`src/rtl/fetch_ir_unit_pkg.sv`:
```
// Shared types and constants for the fetch / instruction-register datapath slice.
package fetch_ir_unit_pkg;

  localparam logic [1:0] PCSRC_ALU    = 2'b00;
  localparam logic [1:0] PCSRC_ALUOUT = 2'b01;
  localparam logic [1:0] PCSRC_JUMP   = 2'b10;

  localparam int OP_LSB    = 26;
  localparam int RS_LSB    = 21;
  localparam int RT_LSB    = 16;
  localparam int RD_LSB    = 11;
  localparam int FUNCT_LSB = 0;
  localparam int IMM_LSB   = 0;

  typedef enum logic [1:0] {
    EXP_B0 = 2'd0,
    EXP_B1 = 2'd1,
    EXP_B2 = 2'd2,
    EXP_B3 = 2'd3
  } exp_byte_e;

  function automatic logic [3:0] byte_strobe(input exp_byte_e b);
    return 4'b0001 << b;
  endfunction

endpackage

```
`src/rtl/fetch_ir_unit_ir_seq_tracker.sv`:
```
// Checks that IR byte strobes arrive in order 0,1,2,3 and counts completed fetches.
//   state  | meaning
//   EXP_B0 | idle: no fetch in progress, only byte 0 is legal
//   EXP_B1 | byte 0 loaded, byte 1 expected
//   EXP_B2 | bytes 0-1 loaded, byte 2 expected
//   EXP_B3 | bytes 0-2 loaded, byte 3 completes the fetch
module ir_seq_tracker
  import fetch_ir_unit_pkg::*;
#(
  parameter int CNT_W = 16
) (
  input  logic             clk,
  input  logic             reset_n,
  input  logic [3:0]       irwrite,
  output logic             ir_valid,
  output logic             ir_seq_err,
  output logic [CNT_W-1:0] fetch_cnt
);

  exp_byte_e        exp_byte_q;
  logic             ir_valid_q;
  logic             ir_seq_err_q;
  logic [CNT_W-1:0] fetch_cnt_q;

  always_ff @(posedge clk or negedge reset_n) begin
    if (!reset_n) begin
      exp_byte_q   <= EXP_B0;
      ir_valid_q   <= 1'b0;
      ir_seq_err_q <= 1'b0;
      fetch_cnt_q  <= '0;
    end else if (irwrite != 4'b0000) begin
      // byte 0 always restarts, even mid-fetch or after an error
      if (irwrite == 4'b0001) begin
        ir_valid_q <= 1'b0;
        exp_byte_q <= EXP_B1;
      end else if (exp_byte_q != EXP_B0 && irwrite == byte_strobe(exp_byte_q)) begin
        if (exp_byte_q == EXP_B3) begin
          ir_valid_q  <= 1'b1;
          exp_byte_q  <= EXP_B0;
          fetch_cnt_q <= fetch_cnt_q + CNT_W'(1);
        end else begin
          exp_byte_q <= exp_byte_e'(exp_byte_q + 2'd1);
        end
      end else begin
        ir_seq_err_q <= 1'b1;
        ir_valid_q   <= 1'b0;
        exp_byte_q   <= EXP_B0;
      end
    end
  end

  assign ir_valid   = ir_valid_q;
  assign ir_seq_err = ir_seq_err_q;
  assign fetch_cnt  = fetch_cnt_q;

endmodule

```
`src/rtl/fetch_ir_unit.sv`:
```
// Fetch-side datapath: PC with source mux, memory address mux, byte-wise IR, MDR,
// IR field decode and the IR load-order tracker.
module fetch_ir_unit
  import fetch_ir_unit_pkg::*;
#(
  parameter int               WIDTH    = 8,
  parameter int               CNT_W    = 16,
  parameter logic [WIDTH-1:0] RESET_PC = '0
) (
  input  logic             clk,
  input  logic             reset_n,
  input  logic             pcen,
  input  logic [1:0]       pcsource,
  input  logic             iord,
  input  logic             memread,
  input  logic [3:0]       irwrite,
  input  logic [WIDTH-1:0] memdata,
  input  logic [WIDTH-1:0] aluresult,
  input  logic [WIDTH-1:0] aluout,
  output logic [WIDTH-1:0] adr,
  output logic [WIDTH-1:0] pc,
  output logic [31:0]      instr,
  output logic [5:0]       op,
  output logic [4:0]       rs,
  output logic [4:0]       rt,
  output logic [4:0]       rd,
  output logic [5:0]       funct,
  output logic [15:0]      imm,
  output logic [WIDTH-1:0] mdr,
  output logic             ir_valid,
  output logic             ir_seq_err,
  output logic             pc_src_err,
  output logic [CNT_W-1:0] fetch_cnt
);

  logic [WIDTH-1:0] pc_q, pc_d;
  logic [WIDTH-1:0] mdr_q, mdr_d;
  logic [31:0]      instr_q, instr_d;
  logic             pc_src_err_q, pc_src_err_d;
  logic [7:0]       mem_byte;

  // IR bytes are always 8 bits wide regardless of the datapath width
  assign mem_byte = 8'(memdata);

  always_comb begin
    pc_d         = pc_q;
    pc_src_err_d = pc_src_err_q;
    if (pcen) begin
      case (pcsource)
        PCSRC_ALU:    pc_d = aluresult;
        PCSRC_ALUOUT: pc_d = aluout;
        PCSRC_JUMP:   pc_d = {instr_q[WIDTH-3:0], 2'b00};
        default:      pc_src_err_d = 1'b1;
      endcase
    end

    mdr_d = memread ? memdata : mdr_q;

    instr_d = instr_q;
    for (int k = 0; k < 4; k++) begin
      if (irwrite[k]) instr_d[8*k +: 8] = mem_byte;
    end
  end

  always_ff @(posedge clk or negedge reset_n) begin
    if (!reset_n) begin
      pc_q         <= RESET_PC;
      mdr_q        <= '0;
      instr_q      <= '0;
      pc_src_err_q <= 1'b0;
    end else begin
      pc_q         <= pc_d;
      mdr_q        <= mdr_d;
      instr_q      <= instr_d;
      pc_src_err_q <= pc_src_err_d;
    end
  end

  ir_seq_tracker #(.CNT_W(CNT_W)) u_seq (
    .clk        (clk),
    .reset_n    (reset_n),
    .irwrite    (irwrite),
    .ir_valid   (ir_valid),
    .ir_seq_err (ir_seq_err),
    .fetch_cnt  (fetch_cnt)
  );

  assign adr        = iord ? aluout : pc_q;
  assign pc         = pc_q;
  assign mdr        = mdr_q;
  assign instr      = instr_q;
  assign pc_src_err = pc_src_err_q;
  assign op         = instr_q[OP_LSB +: 6];
  assign rs         = instr_q[RS_LSB +: 5];
  assign rt         = instr_q[RT_LSB +: 5];
  assign rd         = instr_q[RD_LSB +: 5];
  assign funct      = instr_q[FUNCT_LSB +: 6];
  assign imm        = instr_q[IMM_LSB +: 16];

endmodule

```
`config.mk`:
```
export PLATFORM = sky130hd
export DESIGN_NAME = fetch_ir_unit
export DESIGN_NICKNAME = d
export VERILOG_FILES = /design/src/rtl/fetch_ir_unit_pkg.sv /design/src/rtl/fetch_ir_unit_ir_seq_tracker.sv /design/src/rtl/fetch_ir_unit.sv
export SDC_FILE = /design/constraint.sdc
export NUM_CORES = 1
export LEC_CHECK = 0
export ABC_AREA = 1
export ABC_CLOCK_PERIOD_IN_PS = 2500
export CELL_PAD_IN_SITES_DETAIL_PLACEMENT = 0
export CELL_PAD_IN_SITES_GLOBAL_PLACEMENT = 1
export CORE_AREA = 3 3 84 146
export DETAILED_ROUTE_END_ITERATION = 7
export DIE_AREA = 0 0 87 149
export PLACE_DENSITY_LB_ADDON = 0.1
export SLEW_MARGIN = 20
export SYNTH_ARGS = -nofsm -noshare
export SYNTH_HDL_FRONTEND = slang
export SYNTH_SLANG_ARGS = --single-unit
```
`constraint.sdc`:
```
create_clock -name clk -period 2.5 [get_ports clk]
set_input_delay 0.5 -clock clk [delete_from_list [all_inputs] [get_ports clk]]
set_output_delay 0.5 -clock clk [all_outputs]
set_load 0.05 [all_outputs]
```
# Yosys cells after proc, flatten, opt, wreduce, memory -nomap -nowiden
# Index checks and enable logic that the tools add are counted.
# word_totals
regBits	69
latchBits	0
mem_bits_rw	0
rom_bits	0
inputBits	35
output_inout_bits	118
wordCells	42
mem_count	0
# classes
addsub	2
multipliers	0
div_mod_pow	0
n_lt_le_gt_ge	0
eq_ne	6
n_shift	1
n_mux	8
n_bitwise	3
n_reduce_logical	11
# op_table
op	count
8-bit case mux with 3 select lines	1
16-bit by 1-bit adder with 16-bit output, second input constant	1
8-bit two-way mux	1
2-bit two-way mux	3
2-bit AND reduction	3
2-bit == test, second input constant	2
4-bit by 1-bit == test with 1-bit output, second input constant	1
4-bit == test	1
4-bit AND reduction	1
4-bit nonzero test	1
1-bit by 2-bit << shifter with 4-bit output, first input constant	1
1-bit two-way mux	3
3-bit by 2-bit != test with 1-bit output, second input constant	1
1-bit inverter	3
3-bit AND reduction	1
3-bit nonzero test	1
3-bit OR reduction	1
2-bit by 1-bit adder with 2-bit output, second input constant	1
2-bit by 1-bit == test with 1-bit output, second input constant	1
2-bit zero test	1
2-bit nonzero test	1
1-bit logical AND	1

# Longest topological paths before layout
# Gate-level depths: netlist of the first run.
# logic_depth
ltp_word	5
mapped_depth	10
ltp_nobuf	9

# Cells and area by module
# A second synthesis of the first run with hierarchy kept.
# unflattened
cells_unflattened	408
area_unflattened_um2	3762.4
# by_module_without_submodules
mod	instances	cells_each	area_per_inst_um2	seq_area_each_um2
fetch_ir_unit	1	222	2478.6	1226.2
ir_seq_tracker	1	186	1283.7	500.5

# Worst setup path after synthesis of the first run
# Ideal clock, no wire load.
# synth_path
kind	register to output
start	register pc_q[0] (netlist: pc[0])
end	output port adr[0]
arrival_time_ps	1815
required_ps	2000
path_slack_ps	185
stages_incl_launch_ff	3
n_path_buf	0
cell_sequence	dfrtp_1 -> inv_1 -> o21ai_0
# synth_via
elab_chain_len	1
# synth_lines
element	line_no	text
start: declaration	fetch_ir_unit.sv:36	logic [WIDTH-1:0] pc_q, pc_d;
start signal: assignment	fetch_ir_unit.sv:72	pc_q <= pc_d;
8-bit two-way mux	fetch_ir_unit.sv:88	assign adr = iord ? aluout : pc_q;
end: declaration	fetch_ir_unit.sv:20	output logic [WIDTH-1:0] adr,
# No other way between the ends.

# Worst setup path after layout of the first run
# layout_path
start	input port iord
end	output port adr[4]
# layout_via
elab_chain_len	1
# layout_lines
element	line_no	text
start: declaration	fetch_ir_unit.sv:14	input logic iord,
8-bit two-way mux	fetch_ir_unit.sv:88	
# No other way between the ends.

==> results of run 1 <==
## power groups by stage
stage	logic (µW)	clock network (µW)	registers, µW
CTS	1240	1260	1270
global placement	1230	0	1280
floorplan	524	0	1570
global route	1280	1310	1280
detailed placement	1230	0	1290
finish	1220	1220	1270
## Yosys cell counts
cell | instances | area, µm²
a21o_1 | 1 | 7.51
a21oi_1 | 3 | 15.0
buf_2 | 1 | 5.00
buf_4 | 44 | 330
buf_6 | 5 | 56.3
clkbuf_1 | 6 | 22.5
dfrtp_1 | 69 | 1730
ha_1 | 8 | 100
inv_1 | 34 | 128
inv_2 | 1 | 3.75
inv_4 | 1 | 6.26
mux2_2 | 10 | 113
nand2_1 | 172 | 646
nand3_1 | 7 | 35.0
nand3_2 | 1 | 10.0
nand3b_1 | 2 | 15.0
nand4_1 | 4 | 25.0
nor2_1 | 22 | 82.6
nor2_2 | 3 | 18.8
nor3_4 | 1 | 16.3
o21ai_0 | 36 | 180
o21bai_1 | 1 | 7.51
o22ai_1 | 9 | 56.3
xnor2_1 | 7 | 61.3
xor2_1 | 1 | 8.76
## metal layers
layer / wire [µm] / global-route usage, %
met1: 3880 / 17.9
met5: 0 / 0
met4: 158 / 5.93
met3: 663 / 4.26
met2: 6000 / 32.9
## flip-flops by register name, indices dropped and copies added (netlist names)
| register | flops |
|---|---|
| instr | 32 |
| mdr | 8 |
| pc | 8 |
| pc_src_err | 1 |
| u_seq.exp_byte_q | 2 |
| u_seq.fetch_cnt | 16 |
| u_seq.ir_seq_err | 1 |
| u_seq.ir_valid | 1 |
## cell type report
cell class | count | share of cell area [%]
Tap cell | 132 | 3.07
Inverter | 36 | 2.56
Multi-Input combinational cell | 288 | 26.0
Timing Repair Buffer | 162 | 31.1
Clock inverter | 2 | 0.651
Clock buffer | 12 | 4.58
Sequential cell | 69 | 32.1
## how the worst max path moves through the flow
stage                     depth (start not counted)               from      to  slack [ns]
after floorplan                                   2  pc[0]$_DFFE_PN0P_  adr[0]        0.18
after global placement                            3               iord  adr[2]        0.23
after detailed placement                          3               iord  adr[4]        0.20
after CTS                                         3               iord  adr[4]        0.20
after global routing                              3               iord  adr[0]        0.06
final                                             3               iord  adr[4]        0.23
## through the flow
step | worst slack [ns] | utilization, % | cell area [µm²] | total power, µW
5_1_grt | 0.0604 | 48.2 | 5380 | 3870
3_3_place_gp | 0.229 | 45.7 | 5100 | 2510
3_5_place_dp | 0.201 | 45.7 | 5100 | 2520
2_1_floorplan | 0.185 | - | 3680 | 2090
6_report | 0.227 | 48.2 | 5380 | 3700
4_1_cts | 0.199 | 48.2 | 5380 | 3760
## worst max-delay path, stage by stage
cell and delay, ns:
clkdlybuf4s50_1 0.65, o21ai_0 0.43, buf_12 0.19
## cells by family (layout without fill, tap and decap cells)
| kind of cell | Yosys count | count (layout) | synth area share (%) |
|---|---|---|---|
| buffers and inverters | 92 | 212 | 15.0 |
| adder cells (fa/ha/maj) | 8 | 8 | 2.72 |
| XOR/XNOR | 8 | 8 | 1.91 |
| multiplexers | 10 | 10 | 3.06 |
| flip-flops | 69 | 69 | 47.0 |
| AND/OR/NAND/NOR | 212 | 212 | 23.1 |
| AO/OA/AOI/OAI | 50 | 50 | 7.25 |
==> metrics.cfg, run 1 <==
[clock_network]
post_cts_resized=0
numCtsBuffers=9
cts_sinks=69
clk_latency_ns=0.33
cts.clk_slew.worst_paths_ns=0.05
cts_tree=yes
root_buffer=clkbuf_16
postCtsHoldBufs=0
htree_levels=3
max-clock-path-buffers=2
post_cts_buffers=0

[floorplan]
io_pins=153
start_util_pct=32.9
rows=51
die_area_mm2=0.0130
die_w_um=87
die_h_um=149
fp.coreArea_mm2=0.0112

[drt]
drt_first_pass_iters=4
drc_errors=0
ant_nets=0
vias=3221
avgViaCountPerCell=4.59
dr.first_iter.drc_count=106
wl_um=10700
wl_per_cell_um=15.3

[placement]
hpwlAfterDp_um=8550
place_congestion=0.776
dp_cells=687
io_buffer_count=152

[worst_setup_path]
worstPathArrival_ns=1.77
start_kind=input pin
reg2reg_from=u_seq.fetch_cnt[0]$_DFFE_PN0P_
ff2ff_setup_slack_ns=0.92
critPathKind=input pin to output port
end_kind=output port
worstReg2RegEnd=u_seq.fetch_cnt[14]$_DFFE_PN0P_
path_max_fanout=16
critPathRequiredTime_ns=2.00
r2r.worst_path.cells=8

[timing]
clock_skew_ns=0.00560
finalCritPeriodShare_pct=90.9
slew_headroom_pct=63.8
finalMaxSlewViolations=0
whs_ns=0.139
finalSetupTns_ns=0
rsz0062_at_grt=no
fmax_ghz=0.440
finalHoldViolations=0
setup-violations-final=0
period_needed_ns=2.27
tightest_slew_ns=0.541

[yosys]
avgSynthCellArea_um2=8.19
ys_warn_count=0
ys_seq_elements=69
ys_seq_area_share_pct=47.0
synth_cell_type_count=25
synth_nets=492
synthCells=449
syn_area_mm2=0.00368

[global_route]
antenna_found_initial=0
grt_usage_pct=17.3
grt_pass1_vias=3380
grt_overflow=0
grt_max_degree=38
grt_first_pass_wirelength_um=17200

[power_and_ir_drop]
p_comb_share_pct=32.9
seqPwrFrac_pct=34.2
total_leakage_power_uw=0.00246
power.switching_uw=1300
clkPwrFrac_pct=32.8
p_per_area_mw_per_mm2=688
intPower_uw=2400
p_sw_share_pct=35.1
ir_drop_mv=0.480

[layout]
syn2layout_area_growth_pct=46.4
seq_area_mm2=0.00173
fin_nets=609
drive_above_1_share_pct=8.44
n_fill_cell=1057
final_cell_mix=172 x nand2_1, 143 x clkdlybuf4s50_1, 69 x dfrtp_1
final_cell_count_no_fill=701
diodes=0
multi_input_area_mm2=0.00140
layout_commonest_cell=nand2_1

[job]
cap_violations=0

[status]
status=finished clean

[worst_hold_path]
hold_path.class=input pin to async pin

Note: power is estimated with default switching activity, not from simulation.
==> run 2: changes to the inputs <==
--- a/config.mk
+++ b/config.mk
@@ -7,6 +7,7 @@
 export LEC_CHECK = 0
 export ABC_AREA = 1
 export ABC_CLOCK_PERIOD_IN_PS = 2500
+export CAP_MARGIN = 20
 export CELL_PAD_IN_SITES_DETAIL_PLACEMENT = 0
 export CELL_PAD_IN_SITES_GLOBAL_PLACEMENT = 1
 export CORE_AREA = 3 3 84 146
==> results of run 2 <==
Same layout as run 1: the final DEF is identical, and so are final timing and power.
